`src/rtl/regfile_pkg.sv`:
```
// Shared types and constants for the 2R1W register file.
// Holds the clear-sequencer state type and default sizing.
package regfile_pkg;

    typedef enum logic {
        IDLE  = 1'b0,
        CLEAR = 1'b1
    } clr_state_e;

    localparam int XLEN_DEF  = 32;
    localparam int NREGS_DEF = 32;
    localparam int ZERO_VAL  = 0;

endpackage

```
`src/rtl/regfile_clear_seq.sv`:
```
// Hardware clear sequencer: walks every register index once,
// holding busy high until the last index has been zeroed.
module regfile_clear_seq
    import regfile_pkg::*;
#(
    parameter int NREGS = NREGS_DEF,
    parameter int AW    = $clog2(NREGS)
) (
    input  logic          clk,
    input  logic          reset,
    input  logic          clr_req,
    output logic          busy,
    output logic          clr_en,
    output logic [AW-1:0] clr_idx
);

    localparam logic [AW-1:0] LAST = AW'(NREGS - 1);

    clr_state_e    state_q, state_d;
    logic [AW-1:0] cnt_q, cnt_d;

    // Next state: start on request, step the index, stop after the last one.
    always_comb begin
        state_d = state_q;
        cnt_d   = cnt_q;
        unique case (state_q)
            IDLE: begin
                if (clr_req) begin
                    state_d = CLEAR;
                    cnt_d   = '0;
                end
            end
            CLEAR: begin
                cnt_d = cnt_q + AW'(1);
                if (cnt_q == LAST) begin
                    state_d = IDLE;
                end
            end
        endcase
    end

    // State and index registers, cleared immediately on reset.
    always_ff @(posedge clk or posedge reset) begin
        if (reset) begin
            state_q <= IDLE;
            cnt_q   <= '0;
        end else begin
            state_q <= state_d;
            cnt_q   <= cnt_d;
        end
    end

    assign busy    = (state_q == CLEAR);
    assign clr_en  = (state_q == CLEAR);
    assign clr_idx = cnt_q;

endmodule

```
`src/rtl/reg_file_2r1w.sv`:
```
// Two-read, one-write register file with registered reads and a
// sequenced clear. REGFILE_BYPASS_EN enables write-through forwarding.
module reg_file_2r1w
    import regfile_pkg::*;
#(
    parameter int   XLEN     = XLEN_DEF,
    parameter int   NREGS    = NREGS_DEF,
    parameter bit   ZERO_REG = 1'b1,
    localparam int  AW       = $clog2(NREGS)
) (
    input  logic            clk,
    input  logic            reset,
    input  logic            we,
    input  logic [AW-1:0]   waddr,
    input  logic [XLEN-1:0] wdata,
    input  logic            re,
    input  logic [AW-1:0]   raddr_a,
    input  logic [AW-1:0]   raddr_b,
    output logic [XLEN-1:0] rdata_a,
    output logic [XLEN-1:0] rdata_b,
    output logic            rvalid,
    input  logic            clr_req,
    output logic            busy
);

    localparam logic [XLEN-1:0] ZV = XLEN'(ZERO_VAL);

    // An index is backed by storage if it exists and is not hardwired zero.
    function automatic logic idx_live(input logic [AW-1:0] idx);
        return (int'(idx) < NREGS) && !(ZERO_REG && (idx == '0));
    endfunction

    logic [XLEN-1:0] mem_q [NREGS];
    logic [XLEN-1:0] mem_d [NREGS];
    logic [XLEN-1:0] rdata_a_q, rdata_a_d;
    logic [XLEN-1:0] rdata_b_q, rdata_b_d;
    logic            rvalid_q, rvalid_d;

    logic            clr_en;
    logic [AW-1:0]   clr_idx;
    logic            wr_ok;
    logic            rd_ok;
    logic            byp_a;
    logic            byp_b;
    logic [XLEN-1:0] val_a;
    logic [XLEN-1:0] val_b;

    regfile_clear_seq #(
        .NREGS (NREGS),
        .AW    (AW)
    ) u_clr (
        .clk     (clk),
        .reset   (reset),
        .clr_req (clr_req),
        .busy    (busy),
        .clr_en  (clr_en),
        .clr_idx (clr_idx)
    );

    assign wr_ok = we && !busy && idx_live(waddr);
    assign rd_ok = re && !busy;

`ifdef REGFILE_BYPASS_EN
    assign byp_a = wr_ok && (waddr == raddr_a);
    assign byp_b = wr_ok && (waddr == raddr_b);
`else
    assign byp_a = 1'b0;
    assign byp_b = 1'b0;
`endif

    assign val_a = !idx_live(raddr_a) ? ZV :
                   byp_a              ? wdata :
                                        mem_q[raddr_a];
    assign val_b = !idx_live(raddr_b) ? ZV :
                   byp_b              ? wdata :
                                        mem_q[raddr_b];

    // Array update: clear step or accepted write (never both, busy gates writes).
    always_comb begin
        mem_d = mem_q;
        if (clr_en) begin
            mem_d[clr_idx] = ZV;
        end
        if (wr_ok) begin
            mem_d[waddr] = wdata;
        end
    end

    // Read capture: load on an accepted read, otherwise hold data and drop valid.
    always_comb begin
        rvalid_d  = rd_ok;
        rdata_a_d = rdata_a_q;
        rdata_b_d = rdata_b_q;
        if (rd_ok) begin
            rdata_a_d = val_a;
            rdata_b_d = val_b;
        end
    end

    // Storage and read registers, all zeroed immediately on reset.
    always_ff @(posedge clk or posedge reset) begin
        if (reset) begin
            for (int i = 0; i < NREGS; i++) begin
                mem_q[i] <= ZV;
            end
            rdata_a_q <= ZV;
            rdata_b_q <= ZV;
            rvalid_q  <= 1'b0;
        end else begin
            mem_q     <= mem_d;
            rdata_a_q <= rdata_a_d;
            rdata_b_q <= rdata_b_d;
            rvalid_q  <= rvalid_d;
        end
    end

    assign rdata_a = rdata_a_q;
    assign rdata_b = rdata_b_q;
    assign rvalid  = rvalid_q;

endmodule

```
`config.mk`:
```
export PLATFORM = sky130hd
export DESIGN_NAME = reg_file_2r1w
export DESIGN_NICKNAME = d
export VERILOG_FILES = /design/src/rtl/regfile_pkg.sv /design/src/rtl/regfile_clear_seq.sv /design/src/rtl/reg_file_2r1w.sv
export SDC_FILE = /design/constraint.sdc
export NUM_CORES = 2
export LEC_CHECK = 0
export BUFFER_PORTS_ARGS = -buffer_cell sky130_fd_sc_hd__buf_2
export CAP_MARGIN = 25
export CORE_UTILIZATION = 27
export CTS_CLUSTER_DIAMETER = 200
export DETAILED_ROUTE_END_ITERATION = 6
export SYNTH_ARGS = -nofsm -noshare
export SYNTH_HDL_FRONTEND = slang
export SYNTH_HIERARCHICAL = 1
export SYNTH_SLANG_ARGS = --single-unit
```
`constraint.sdc`:
```
create_clock -name clk -period 86.3 [get_ports clk]
set_clock_uncertainty 0.2 [all_clocks]
set_input_delay 12.945 -clock clk [delete_from_list [all_inputs] [get_ports clk]]
set_output_delay 12.945 -clock clk [all_outputs]
set_load 0.01 [all_outputs]
```
# == Yosys cells after proc, flatten, opt, wreduce, memory -nomap -nowiden ==
# Cells that the tools add are included.
# totals
regBits,1095
output_inout_bits,66
elab_cells,83
# op_classes
addsub,1
magnitude_cmp,6
n_eq_ne,2
mux,20
bitwise,7
n_reduce_logical,10
# ops
operator,count
1024-bit two-way mux,2
1024-bit AND,1
1024-bit bitwise mux,1
1024-bit inverter,1
32-bit binary-select mux with 5-bit select,2
32-bit demux with 5-bit select,2
32-bit two-way mux,8
6-bit greater-or-equal comparator (second input constant),4
5-bit inverter with 6-bit output,4
5-bit zero test,3
6-bit by 1-bit less-than comparator with 1-bit output (second input constant),2
5-bit one-hot mux with 2 select lines,1
5-bit by 1-bit adder with 5-bit output (second input constant),1
5-bit == test (second input constant),1
1-bit logical AND,5
5-bit two-way mux,1
1-bit zero test,2
1-bit two-way mux,2
2-bit != test (second input constant),1
1-bit one-hot mux with 2 select lines,1
1-bit inverter,1

# == Depth between registers and ports, before layout ==
# logic_depth
ltp_word,10
depth_mapped,9
mapped_depth_nobuf,5

# == By module ==
# The synthesis kept the hierarchy.
# by_module_without_submodules
module,instances,cells_each,area_each_um2
reg_file_2r1w,1,6160,59027.9
regfile_clear_seq,1,27,301.5

# == Worst setup path after synthesis ==
# No wires, ideal clock.
# synth_timing
kind,input port to flip-flop
start,input port raddr_a[0]
end,register rdata_a_q[10] (netlist: rdata_a[10])
arrival_ns,14.486
required_time_ns,85.964
path_slack_ns,71.478
path_stages,6
path_buffers,3
cell_sequence,buf_2 -> buf_6 -> buf_2 -> mux4_2 -> a2111oi_0 -> o41ai_1
# synth_via
elab_chain_len,5
word_cells_on_any_way,6
cone_classes,mux (4); bitwise (1); reduce/logical (1)
# synth_rtl
item,line,text
start: declaration,reg_file_2r1w.sv:17,"input logic [AW-1:0] raddr_a,"
5-bit inverter with 6-bit output (not written as such),reg_file_2r1w.sv:73,mem_q[raddr_a];
32-bit binary-select mux with 5-bit select,reg_file_2r1w.sv:73,
32-bit two-way mux (not written as such) (2 in series),reg_file_2r1w.sv:73,
32-bit two-way mux *,reg_file_2r1w.sv:71,assign val_a = !idx_live(raddr_a) ? ZV :
end signal: assignment,reg_file_2r1w.sv:111,rdata_a_q <= rdata_a_d;
end: declaration,reg_file_2r1w.sv:35,"logic [XLEN-1:0] rdata_a_q, rdata_a_d;"
# Mark *: on every way between the ends. The rest lies on a longest branch, timed or not. The select of a mux whose other input is x is not followed.
# A chain may end at the register's enable or synchronous reset.

# == Final worst setup path ==
# layout_timing
start,input port raddr_a[1]
end,register rdata_a_q[7] (netlist: rdata_a[7])
# The elaborated chain is that of the path after synthesis.

==> impl_metrics.ini <==
[synth]
async_flop_share_pct = 100
syn_area_per_cell_um2 = 9.59
netlist_area_um2 = 59300
synth_cells = 6187
ys_top_cells_by_area = dfrtp_1 (46%), nand2_1 (13%), mux4_2 (13%), o21ai_0 (6.2%), mux2i_1 (5.8%)
synth_cell_types = 52
ys_seq_area_share_pct = 46.2
synth.net_count = 6241
synth_enable_flop_cells = 0
synth-main-ff-cell = dfrtp_1
yosysTopAreaCell = dfrtp_1
synth_top_area_share_pct = 46.2
ys_ff_latch = 1095
yosys_warnings = 6

[worst_setup_path]
cpMaxStageDelayCell = buf_4
slowest_delay_ns = 0.81
crit_path_max_fanout = 80
cp_top_family = buffers and inverters
cp-end-kind = register
r2r-start = u_clr/busy
critical_path_class = input port to register
crit_start = raddr_a[1]
cp.required_ns = 86.68
crit_chain = buf_8, buf_4, buf_4, buf_4, mux4_2, nor2b_1, a2111oi_0, o41ai_1
startpoint_type = input port
arrival_ns = 17.24
path_buf_inv = 4
crit_top_cell = buf_4

[cts]
cts_max_level = 3
ctsHoldBuffers = 0
tritoncts = built
clkSinkCount = 1095
clk_latency_ns = 0.76
cts_setup_buffers = 0
clockBufferDepth = 3
clk_pin_slew_ns = 0.06
clockRootBuffer = clkbuf_16
cts_resized = 0
numCtsBuffers = 114

[placement]
io_buffers = 117
dp.final_hpwl_um = 147000
gp_congestion = 0.890
post-place-ws_ns = 68.80

[cells_and_area]
fin_nets = 6000
area_growth_pct = 11.9
final_layout_size_suffix_gt1_share_pct = 15.2

[sta]
min_period_over_period_pct = 19.5
hold_viol = 0
drv_slew = 0
finalSetupTns_ns = 0
timing.fmax_mhz = 59.3
setup_violations = 0
tightest_slew_ns = 1.16
fin_ws_ns = 69.44
final_period_minus_worst_setup_slack_ns = 16.86
relSlewSlack_pct = 22.4
rsz0062_at_grt = false

[route]
avgRoutedWirePerCell_um = 29.2
wirelength_um = 260000
drt_pass1_iterations = 6
drt.antenna.violating_nets = 0
drtIter0Drc = 7439
drcViolationCount = 0
via_per_inst = 5.82
num_vias = 51900

[die]
start_util_pct = 27.2
rows = 171
die_y_um = 471
pin_count = 118
core_area_um2 = 218000
dieArea_um2 = 222000
fp.dieW_um = 471

[power_and_ir_drop]
power.total_mw = 1.86
power_leakage_nw = 28.7
power_density_nw_per_um2 = 28.0
irDropWorstVdd_uv = 21.5

[grt]
grt_pass1_wl_um = 371000
antenna_found_initial = 23
grt_max_degree = 159
gr-usage-all-layers_pct = 22.9
grt_pass1_vias = 50200
overflow = 0

[min_path]
min-delay-start = mem_q[1004]
hold_class = register to register

[run_status]
status = finished clean

[job]
maxCapViolCount = 0
[layer usage]
layer,up-vias,part of all wire (%),track usage [%]
met5,-,0.023,0
met4,10,6.1,12.0
met3,884,14,7.75
met2,3947,42,33.4
met1,25800,37,29.9
li1,21300,-,-
[area by class of cell]
cell class	count	area, µm²
fill	22200	151000
multi-input combinational	4476	29600
sequential	1095	27400
tap	2854	3570
clock buffer	172	3450
timing repair buffer	256	1890
clock inverter	40	387
antenna	11	27.5
inverter	3	18.8
[synth_stat cells (41+ instances only)]
cell	instances
buf_2	84
nand3_1	279
nor2b_1	44
o21ai_0	737
nand2_1	2110
a22o_1	78
clkbuf_1	438
mux2i_1	345
dfrtp_1	1095
o22ai_1	76
buf_4	52
mux2_2	41
a221oi_1	101
nor2_1	45
mux4_2	340
[worst paths after layout]
kind,endpoint,slack (ns),cells past startpoint
worst max-delay path,rdata_a[7],69.44,8
worst min-delay path,mem_q[1004],0.31,1
worst max register to register,mem_q[163],82.51,6
worst min register to register,mem_q[1004],0.31,1
max in group asynchronous,mem_q[743],70.48,5
min in group asynchronous,u_clr/clr_idx[1],11.96,2
[report_power, final]
group	leakage (nW)	switching, mW	internal (mW)
sequential	14.3	0.154	0.690
combinational	12.5	0.283	0.218
clock	1.91	0.226	0.291
total	28.7	0.663	1.20
[cells in the final DEF (no fill, tap or decap), drive strengths merged, types with 28 or more instances in the layout]
cell and n:
a22o 78, buf 256, and2 38, nand3 279, mux2 42, o41ai 31, o21ai 742, a22oi 28
nand2 2110, a221oi 101, a21oi 36, a2111oi 34, mux4 340, mux2i 345, nor2 46, dfrtp 1095
o22ai 76, nor2b 45, clkbuf 172, clkinv 28
[registers in the layout, summed over array words and instances, names as in the netlist]
signal,cells
mem_q,1024
rdata_a,32
rvalid,1
u_clr/clr_idx,5
u_clr/busy,1
rdata_b,32
[per-stage QoR]
step	util [%]	instance area [µm²]	cells	hold slack, ns
2_1_floorplan	-	59300	6187	0.267
3_3_place_gp	28.6	62300	8675	0.280
3_5_place_dp	28.6	62400	8678	0.289
4_1_cts	30.4	66200	8890	0.304
5_1_grt	30.5	66400	8905	0.318
6_report	30.5	66400	8907	0.307
[kinds of logic after synthesis]
logic type / after synthesis / synth area share [%]
mux: 727 / 19.5
simple gates: 2553 / 17.3
compound gates: 1194 / 12.3
buf+inv: 616 / 4.64
fa+ha+maj: 2 / 0.0422
flops: 1095 / 46.2
(Power assumes the default switching activity.)
